`config.mk`:
```
export PLATFORM = sky130hd
export DESIGN_NAME = hazard_ctl_flat
export DESIGN_NICKNAME = d
export VERILOG_FILES = /design/src/rtl/hazard_ctl_if.sv /design/src/rtl/hazard_ctl.sv /design/src/flat_wrapper.sv
export SDC_FILE = /design/constraint.sdc
export NUM_CORES = 1
export LEC_CHECK = 0
export CAP_MARGIN = 20
export CORE_UTILIZATION = 37
export CTS_BUF_LIST = sky130_fd_sc_hd__clkbuf_8
export CTS_CLUSTER_SIZE = 25
export DETAILED_ROUTE_END_ITERATION = 10
export GPL_TIMING_DRIVEN = 0
export PLACE_DENSITY = 0.95
export REMOVE_ABC_BUFFERS = 1
export SETUP_SLACK_MARGIN = 0.05
export SLEW_MARGIN = 25
export SYNTH_ARGS = -nofsm -noshare
export SYNTH_HDL_FRONTEND = slang
export SYNTH_SLANG_ARGS = --single-unit
```
`constraint.sdc`:
```
create_clock -name clk -period 6.8 [get_ports clk]
set_clock_uncertainty 0.15 [all_clocks]
set_input_delay 1.7 -clock clk [delete_from_list [all_inputs] [get_ports clk]]
set_output_delay 1.7 -clock clk [all_outputs]
set_load 0.02 [all_outputs]
```
`src/rtl/hazard_ctl_if.sv`:
```
// Bus between decode/datapath and hazard_ctl: ID instruction, back-end instruction
// window, external stall sources, and the stall/valid/forwarding controls driven back.
interface hazard_ctl_if #(
    parameter int DEPTH = 3
);
    localparam int SW = $clog2(DEPTH);

    // The ID instruction issues on an edge where id_vld = 1 and stall_id = 0;
    // while stall_id is high, decode must hold ir_id and id_vld unchanged.
    logic [31:0]         ir_id;
    logic                id_vld;
    logic [32*DEPTH-1:0] ir_be;
    logic                stall_imem;
    logic                stall_dmem;
    logic                amo_req;
    logic                amo_ack;
    logic                stall_if;
    logic                stall_pd;
    logic                stall_id;
    logic                stall_be;
    logic [DEPTH-1:0]    be_vld;
    logic                fw_a;
    logic                fw_b;
    logic [SW-1:0]       fw_a_sel;
    logic [SW-1:0]       fw_b_sel;
    logic [31:0]         perf_stall;

    modport master (
        output ir_id, id_vld, ir_be, stall_imem, stall_dmem, amo_req, amo_ack,
        input  stall_if, stall_pd, stall_id, stall_be, be_vld,
        input  fw_a, fw_b, fw_a_sel, fw_b_sel, perf_stall
    );

    modport slave (
        input  ir_id, id_vld, ir_be, stall_imem, stall_dmem, amo_req, amo_ack,
        output stall_if, stall_pd, stall_id, stall_be, be_vld,
        output fw_a, fw_b, fw_a_sel, fw_b_sel, perf_stall
    );
endinterface

```
`src/rtl/hazard_ctl.sv`:
```
// Hazard controller: compares the ID instruction with DEPTH back-end producers, forwards or
// interlocks, tracks bubbles and counts hazard stalls. Define HAZARD_FW_EN to enable forwarding.
module hazard_ctl #(
    parameter int DEPTH    = 3,
    parameter int LOAD_LAT = 2
) (
    input  logic        clk,
    input  logic        rst_n,
    hazard_ctl_if.slave bus
);
    localparam int SW = $clog2(DEPTH);

    localparam logic [6:0] OP_LOAD   = 7'b0000011;
    localparam logic [6:0] OP_STORE  = 7'b0100011;
    localparam logic [6:0] OP_BRANCH = 7'b1100011;
    localparam logic [6:0] OP_JALR   = 7'b1100111;
    localparam logic [6:0] OP_JAL    = 7'b1101111;
    localparam logic [6:0] OP_LUI    = 7'b0110111;
    localparam logic [6:0] OP_AUIPC  = 7'b0010111;
    localparam logic [6:0] OP_OP     = 7'b0110011;
    localparam logic [6:0] OP_OP32   = 7'b0111011;
    localparam logic [6:0] OP_SYSTEM = 7'b1110011;

    logic [DEPTH-1:0]      r_be_vld;
    logic [31:0]           r_perf;

    logic [6:0]            w_id_op;
    logic [4:0]            w_rs1;
    logic [4:0]            w_rs2;
    logic                  w_use_rs1;
    logic                  w_use_rs2;
    logic                  w_unused_id;
    logic                  w_stall_all;
    logic                  w_stall_id;
    logic                  w_dh;
    logic [DEPTH-1:0]      w_wr;
    logic [DEPTH-1:0][4:0] w_rd;
    logic                  w_a_hit;
    logic                  w_b_hit;
`ifdef HAZARD_FW_EN
    logic [DEPTH-1:0]      w_rdy;
    logic [SW-1:0]         w_a_k;
    logic [SW-1:0]         w_b_k;
    logic                  w_a_rdy;
    logic                  w_b_rdy;
    logic                  w_early;
`endif

    for (genvar k = 0; k < DEPTH; k++) begin : g_prod
        logic [31:0] w_ir;
        logic [6:0]  w_op;
        logic        w_unused_bits;
        assign w_ir          = bus.ir_be[32*k +: 32];
        assign w_op          = w_ir[6:0];
        assign w_rd[k]       = w_ir[11:7];
        assign w_unused_bits = ^w_ir[31:12];
        assign w_wr[k]       = r_be_vld[k] && (w_op != OP_BRANCH) && (w_op != OP_STORE)
                               && (w_rd[k] != 5'd0);
`ifdef HAZARD_FW_EN
        localparam bit LAT_OK = (k >= LOAD_LAT);
        assign w_rdy[k] = !((w_op == OP_LOAD) || (w_op == OP_SYSTEM)) || LAT_OK;
`endif
    end

    assign w_id_op     = bus.ir_id[6:0];
    assign w_rs1       = bus.ir_id[19:15];
    assign w_rs2       = bus.ir_id[24:20];
    assign w_unused_id = ^{bus.ir_id[31:25], bus.ir_id[14:7]};
    assign w_use_rs1   = bus.id_vld && (w_id_op != OP_LUI) && (w_id_op != OP_AUIPC)
                         && (w_id_op != OP_JAL);
    assign w_use_rs2   = bus.id_vld && ((w_id_op == OP_OP) || (w_id_op == OP_OP32)
                         || (w_id_op == OP_BRANCH) || (w_id_op == OP_STORE));

    // Scan oldest to youngest so the smallest matching stage index wins.
    always_comb begin
        w_a_hit = 1'b0;
        w_b_hit = 1'b0;
`ifdef HAZARD_FW_EN
        w_a_k   = '0;
        w_b_k   = '0;
        w_a_rdy = 1'b0;
        w_b_rdy = 1'b0;
`endif
        for (int k = DEPTH - 1; k >= 0; k--) begin
            if (w_use_rs1 && w_wr[k] && (w_rd[k] == w_rs1)) begin
                w_a_hit = 1'b1;
`ifdef HAZARD_FW_EN
                w_a_k   = SW'(k);
                w_a_rdy = w_rdy[k];
`endif
            end
            if (w_use_rs2 && w_wr[k] && (w_rd[k] == w_rs2)) begin
                w_b_hit = 1'b1;
`ifdef HAZARD_FW_EN
                w_b_k   = SW'(k);
                w_b_rdy = w_rdy[k];
`endif
            end
        end
    end

`ifdef HAZARD_FW_EN
    // Branch, jalr and store read operands before EX, so any match interlocks.
    assign w_early = (w_id_op == OP_BRANCH) || (w_id_op == OP_JALR) || (w_id_op == OP_STORE);
    assign w_dh    = (w_a_hit && (!w_a_rdy || w_early)) || (w_b_hit && (!w_b_rdy || w_early));
`else
    assign w_dh = w_a_hit || w_b_hit;
`endif

    assign w_stall_all  = !rst_n || bus.stall_imem || bus.stall_dmem
                          || (bus.amo_req && !bus.amo_ack);
    assign w_stall_id   = w_stall_all || w_dh;
    assign bus.stall_id = w_stall_id;
    assign bus.stall_pd = w_stall_id;
    assign bus.stall_if = w_stall_id || bus.amo_req;
    assign bus.stall_be = w_stall_all;

    always_ff @(posedge clk) begin
        if (!rst_n) begin
            r_be_vld <= '0;
            r_perf   <= '0;
        end else if (!w_stall_all) begin
            r_be_vld <= {r_be_vld[DEPTH-2:0], bus.id_vld && !w_dh};
            if (w_dh) r_perf <= r_perf + 32'd1;
        end
    end

    assign bus.be_vld     = r_be_vld;
    assign bus.perf_stall = r_perf;

`ifdef HAZARD_FW_EN
    logic          r_fw_a;
    logic          r_fw_b;
    logic [SW-1:0] r_fw_a_sel;
    logic [SW-1:0] r_fw_b_sel;

    // Selects keep their last value when forwarding is not used.
    always_ff @(posedge clk) begin
        if (!rst_n) begin
            r_fw_a     <= 1'b0;
            r_fw_b     <= 1'b0;
            r_fw_a_sel <= '0;
            r_fw_b_sel <= '0;
        end else if (!w_stall_all) begin
            r_fw_a <= !w_dh && w_a_hit && w_a_rdy;
            r_fw_b <= !w_dh && w_b_hit && w_b_rdy;
            if (!w_dh && w_a_hit && w_a_rdy) r_fw_a_sel <= w_a_k;
            if (!w_dh && w_b_hit && w_b_rdy) r_fw_b_sel <= w_b_k;
        end
    end

    assign bus.fw_a     = r_fw_a;
    assign bus.fw_b     = r_fw_b;
    assign bus.fw_a_sel = r_fw_a_sel;
    assign bus.fw_b_sel = r_fw_b_sel;
`else
    localparam int unused_load_lat = LOAD_LAT;
    assign bus.fw_a     = 1'b0;
    assign bus.fw_b     = 1'b0;
    assign bus.fw_a_sel = '0;
    assign bus.fw_b_sel = '0;
`endif
endmodule

```
`src/flat_wrapper.sv`:
```
// flat-port wrapper written by rule: the top's interface ports become plain ports
module hazard_ctl_flat 
#(
    parameter int DEPTH    = 3,
    parameter int LOAD_LAT = 2
)
  (clk, rst_n, bus_ir_id, bus_id_vld, bus_ir_be, bus_stall_imem, bus_stall_dmem, bus_amo_req, bus_amo_ack, bus_stall_if, bus_stall_pd, bus_stall_id, bus_stall_be, bus_be_vld, bus_fw_a, bus_fw_b, bus_fw_a_sel, bus_fw_b_sel, bus_perf_stall);
  hazard_ctl_if #(.DEPTH(DEPTH)) bus_i ();
  input  logic clk;
  input  logic rst_n;
  input wire logic [$bits(bus_i.ir_id)-1:0] bus_ir_id;
  input wire logic [$bits(bus_i.id_vld)-1:0] bus_id_vld;
  input wire logic [$bits(bus_i.ir_be)-1:0] bus_ir_be;
  input wire logic [$bits(bus_i.stall_imem)-1:0] bus_stall_imem;
  input wire logic [$bits(bus_i.stall_dmem)-1:0] bus_stall_dmem;
  input wire logic [$bits(bus_i.amo_req)-1:0] bus_amo_req;
  input wire logic [$bits(bus_i.amo_ack)-1:0] bus_amo_ack;
  output wire logic [$bits(bus_i.stall_if)-1:0] bus_stall_if;
  output wire logic [$bits(bus_i.stall_pd)-1:0] bus_stall_pd;
  output wire logic [$bits(bus_i.stall_id)-1:0] bus_stall_id;
  output wire logic [$bits(bus_i.stall_be)-1:0] bus_stall_be;
  output wire logic [$bits(bus_i.be_vld)-1:0] bus_be_vld;
  output wire logic [$bits(bus_i.fw_a)-1:0] bus_fw_a;
  output wire logic [$bits(bus_i.fw_b)-1:0] bus_fw_b;
  output wire logic [$bits(bus_i.fw_a_sel)-1:0] bus_fw_a_sel;
  output wire logic [$bits(bus_i.fw_b_sel)-1:0] bus_fw_b_sel;
  output wire logic [$bits(bus_i.perf_stall)-1:0] bus_perf_stall;
  assign bus_i.ir_id = bus_ir_id;
  assign bus_i.id_vld = bus_id_vld;
  assign bus_i.ir_be = bus_ir_be;
  assign bus_i.stall_imem = bus_stall_imem;
  assign bus_i.stall_dmem = bus_stall_dmem;
  assign bus_i.amo_req = bus_amo_req;
  assign bus_i.amo_ack = bus_amo_ack;
  assign bus_stall_if = bus_i.stall_if;
  assign bus_stall_pd = bus_i.stall_pd;
  assign bus_stall_id = bus_i.stall_id;
  assign bus_stall_be = bus_i.stall_be;
  assign bus_be_vld = bus_i.be_vld;
  assign bus_fw_a = bus_i.fw_a;
  assign bus_fw_b = bus_i.fw_b;
  assign bus_fw_a_sel = bus_i.fw_a_sel;
  assign bus_fw_b_sel = bus_i.fw_b_sel;
  assign bus_perf_stall = bus_i.perf_stall;
  hazard_ctl #(.DEPTH(DEPTH), .LOAD_LAT(LOAD_LAT)) u_core (.clk(clk), .rst_n(rst_n), .bus(bus_i));
endmodule
```
; ---- After elaboration in Yosys (flattened, before gate mapping)
; Cells that the tools add are included.
[classes]
add_sub_neg = 1
n_mul = 0
div = 0
n_lt_le_gt_ge = 0
eq_ne = 19
shift = 0
muxes = 6
bitwise = 1
n_reduce_logical = 43
[op_table]
columns = cell, count
row1 = adder 32 x 1 -> 32 bit (second input constant), 1
row2 = == test 5 bit, 6
row3 = != test 7 x 6 -> 1 bit (second input constant), 4
row4 = != test 7 bit (second input constant), 4
row5 = logical AND 1 bit, 27
row6 = == test 7 x 6 -> 1 bit (second input constant), 3
row7 = nonzero test 5 bit, 3
row8 = logical OR 1 bit, 9
row9 = == test 7 bit (second input constant), 1
row10 = != test 7 x 5 -> 1 bit (second input constant), 1
row11 = two-way mux 1 bit, 6
row12 = logical NOT 1 bit, 3
row13 = AND reduction 2 bit, 1
row14 = NOT 1 bit, 1
[word_totals]
reg_bits = 35
latch_bits = 0
ram_bits = 0
mem_bits_ro = 0
inputBits = 135
output_inout_bits = 45
elab_cells = 72
mem_count = 0

; ---- Logic depth before layout (Yosys ltp)
; Gate-level depths: netlist of the first run.
[logic_depth]
word_depth = 13
depth_mapped = 9

; ---- Worst setup path after synthesis of the first run
; No wires, ideal clock.
[synth_timing]
path_type = in2out
from = in bus_ir_be[40]
to = out bus_stall_if
arrival_time_ps = 3426
setup_slack_ps = 1524
path_stages = 8
cell_sequence = or4_1 o21ai_1 a31oi_1 a21oi_2 a21oi_4 nor2_1 nand2_1 or2_2
[synth_via]
elab_chain_cells = 9
elab_cells_between_ends = 15
cone_classes = eq/ne (2) / mux (4) / reduce/logical (9)
[synth_rtl]
columns = element, line
row1 = "start, declared", flat_wrapper.sv:13  ; input wire logic [$bits(bus_i.ir_be)-1:0] bus_ir_be;
row2 = nonzero test 5 bit, hazard_ctl.sv:58  ; && (w_rd[k] != 5'd0);
row3 = logical AND 1 bit, hazard_ctl.sv:58
row4 = "logical AND 1 bit, on equally long branches (2 in series)", "hazard_ctl.sv:85, hazard_ctl.sv:92"
row5 = "two-way mux 1 bit, on equally long branches (2 in series)", "hazard_ctl.sv:85, hazard_ctl.sv:92"
row6 = logical OR 1 bit *, hazard_ctl.sv:107  ; assign w_dh = w_a_hit || w_b_hit;
row7 = logical OR 1 bit *, hazard_ctl.sv:112  ; assign w_stall_id = w_stall_all || w_dh;
row8 = named net bus_stall_id, flat_wrapper.sv:20  ; output wire logic [$bits(bus_i.stall_id)-1:0] bus_stall_id;
row9 = logical OR 1 bit *, hazard_ctl.sv:115  ; assign bus.stall_if = w_stall_id || bus.amo_req;
row10 = "end, declared", flat_wrapper.sv:18  ; output wire logic [$bits(bus_i.stall_if)-1:0] bus_stall_if;
; Mark *: on every way through the listed nets, which the timed path passes. The rest lies on a longest branch.

; ---- Final worst setup path of the first run
[layout_timing]
from = in bus_ir_be[40]
to = out bus_stall_if
[layout_via]
elab_chain_cells = 9
elab_cells_between_ends = 15
cone_classes = eq/ne (2) / mux (4) / reduce/logical (9)
[layout_rtl]
columns = element, line
row1 = nonzero test 5 bit, hazard_ctl.sv:58
row2 = logical AND 1 bit, hazard_ctl.sv:58
row3 = "logical AND 1 bit, on equally long branches (2 in series)", "hazard_ctl.sv:85, hazard_ctl.sv:92"
row4 = "two-way mux 1 bit, on equally long branches (2 in series)", "hazard_ctl.sv:85, hazard_ctl.sv:92"
row5 = logical OR 1 bit *, hazard_ctl.sv:107
row6 = logical OR 1 bit *, hazard_ctl.sv:112
row7 = logical OR 1 bit *, hazard_ctl.sv:115
; Every way passes the cells marked *; elsewhere a longest branch is shown, timed or not.

==> run metrics, run 1 <==
status finished, final reports clean; # fillers 552; CTS tree yes; ys async rst share 0%; Longest Clk Path Bufs 2; simple-gate area share of the yosys netlist 25.8%; Post-Synth XOR/XNOR Area 17.9%; CTS root buf clkbuf_8; Startpoint Class input pin; fin. max-slew vios 0; worst-skew pair later-pin latency 0.28 ns; non-filler cells, final 445; final setup fails 0; Syn Area/Cell 8.32 µm²; Vias 2436; via-per-instance ratio 5.47; Placed Cells 437; CP Capture Type output port; reg2reg start u_core.bus.be_vld[1]; Post-CTS Setup Inserts 0; Synth Area in Adders 0.545%; number of flops mapped to enable cells by yosys 0; Reg2Reg Setup Slack 4.14 ns; hold path startpoint u_core.bus.perf_stall[31]; gp weighted congestion 0.769; Post-CTS Resized 0; GRT Util Overall 21.3%; RSZ-0062 raised after global routing false; Initial Util 38.6%; die extent in y 80.8 µm; VDD IR max 0.0889 mV; Hold Slack 0.340 ns; CTS Buf Count 5; Relative slew margins 30.9%; post-synthesis register bit count 35; drt pass-1 iters 6; fin nets 505; Leak 1.10 nW; Die Wd 80.8 µm; crit-path cells clkdlybuf4s50_1 > or4_1 > o21ai_1 > a31oi_1 > a21oi_2 > a21oi_2 > nor2_1 > nand2_1 > or2_2 > clkdlybuf4s50_1; cell row count 28; Critical Path RT 4.95 ns; # diodes 0; Worst R2R End u_core.bus.perf_stall[6]; hold path depth 2; hold crit path type reg2reg; DRT iter0 DRCs 75; Die ar. 6520 µm²; first-pass GRT wire length 10600 µm; hold buffer count at cts 0; Routed Antenna Nets 0; Sequential Area 701 µm²; reg2reg path depth 7; area of the multi-input gates 1490 µm²; Hold Fails Final Rpt 0; mapped cell area 2300 µm²; Final Instance Area 3360 µm²; maxcap violations 0; CTS H-tree depth 2; post-synthesis mux area share 0.872%; initial antenna violation count 0; crit path time final 6.43 ns; compound-gate portion of the synthesized area 18.0%; WS Path Type in2out; core area 5960 µm²; Main synth FF type dfxtp_1; DRC 0; vias in the first global route 2248; dpl hpwl 5100 µm; register area share after synthesis 30.5%; P&R area growth vs syn 46.5%; Reg clk slew, reported paths 0.07 ns; part of the cycle the worst path needs 94.5%; port bufs 95; crit path max fanout 6; slowest stage delay, CP 0.55 ns; Synth cell types 46; post-synthesis instance total 276; final wirelength 6800 µm; Placed Area 3270 µm²; worst-path cell with the longest stage delay or4_1; largest net degree at the start of global routing 35; Data arrival, critical path 4.58 ns; clk sinks 35; I/O pin count 180; sink of the worst hold path u_core.bus.perf_stall[31]; Power Density 126 nW/µm²; GRT overflow 0; layout cell share with drive strength beyond 1 6.76%; main combinational cell family by area after synthesis simple AND/OR/NAND/NOR gates; Final Power 0.424 mW; YS warnings 0; Max Fclk 0.156 GHz; Worst-Margin Slew 1.03 ns; Routed wire per std cell 15.3 µm
[where the power goes]
part / switching (mW) / leakage, nW / internal (mW) / total [mW]
combinational: 0.0329 / 0.771 / 0.0440 / 0.0769
sequential: 0.000216 / 0.282 / 0.205 / 0.205
clock: 0.0727 / 0.0505 / 0.0689 / 0.142
[cells in the mapped netlist (3+ instances only)]
master	number	share of area, %
o21ai_1	9	2.0
xor2_1	21	8.0
o31ai_1	4	1.3
and3_1	6	1.6
nor4b_1	3	1.1
o2111ai_1	5	1.9
nor3_1	4	0.87
and4_1	3	1.1
nand3_1	19	4.1
inv_1	9	1.5
or4_1	8	2.6
o211ai_1	6	2.0
a21oi_1	14	3.1
dfxtp_1	35	31
nand4_1	5	1.4
a21oi_2	3	1.1
xnor2_1	26	9.9
nand2_1	11	1.8
o21ai_0	8	1.7
nor2_1	26	4.3
buf_4	9	2.9
clkbuf_1	4	0.65
or3_1	9	2.5
[placed cells by master (no fill, tap or decap), drive strengths merged, types with 3 or more instances in the layout]
master,instances
or4,9
o211ai,8
o31ai,4
o2111ai,5
nand2,11
inv,12
dfxtp,35
nand3,19
conb,6
xor2,21
clkdlybuf4s50,95
clkbuf,5
a21oi,18
or3,9
and3,6
nor2,26
nor4b,3
xnor2,26
and4,3
nand4,7
nor3,6
o21ai,18
[sequential cells by signal, indices dropped and copies added, names as in the netlist]
| register | flops |
|---|---|
| u_core.bus.be_vld | 3 |
| u_core.bus.perf_stall | 32 |
[cells by family after synthesis]
group	after synthesis
compound gates	59
other cells	1
simple gates	105
buf+inv	26
flops	35
mux	2
xor+xnor	47
fa+ha+maj	1
[worst max-delay path, delay by kind of cell]
| kind | cells | cell delay, ns |
|---|---|---|
| AND/OR/NAND/NOR | 4 | 1.17 |
| buffers and inverters | 2 | 1.02 |
| AO/OA/AOI/OAI | 4 | 0.68 |
[layer usage]
| layer | vias up | global-route usage [%] | wire length, µm |
|---|---|---|---|
| met5 | - | 0 | 0 |
| met4 | 0 | 6.96 | 117 |
| met3 | 21 | 5.17 | 566 |
| met2 | 110 | 37.2 | 3270 |
| met1 | 1140 | 25.5 | 2850 |
| li1 | 1165 | - | - |
[worst max-delay path by stage]
stage / startpoint / endpoint / slack [ns] / depth (start not counted)
2_1_floorplan: rst_n / bus_stall_if / -0.36 / 4
3_3_place_gp: rst_n / bus_stall_if / -1.79 / 6
3_5_place_dp: bus_ir_be[40] / bus_stall_if / 0.41 / 10
4_1_cts: bus_ir_be[40] / bus_stall_if / 0.40 / 10
5_1_grt: bus_ir_be[40] / bus_stall_if / 0.17 / 10
6_report: bus_ir_be[40] / bus_stall_if / 0.37 / 10
[layout make-up]
| type | count | share of cell area, % |
|---|---|---|
| clock buffers | 5 | 2.05 |
| clock inverters | 3 | 0.372 |
| inverters | 10 | 1.12 |
| multi-input cells | 220 | 44.2 |
| flip-flops and latches | 35 | 20.8 |
| well taps | 75 | 2.79 |
| repair buffers | 97 | 28.6 |
[through the flow]
stage	util (%)	setup WS, ns	setup TNS [ns]
after global routing	56.5	0.172	0
after global placement	54.7	-1.79	-19.47
after floorplan	-	-0.358	-0.358
after CTS	56.3	0.405	0
final	56.5	0.371	0
after detailed placement	55.0	0.408	0
Power figures use the tool's default switching activity.
==> run 2: changes to the inputs <==
- CTS_CLUSTER_SIZE: 25 -> 10
==> results of run 2 <==
The final DEF is identical to that of run 1; final timing and power are the same.
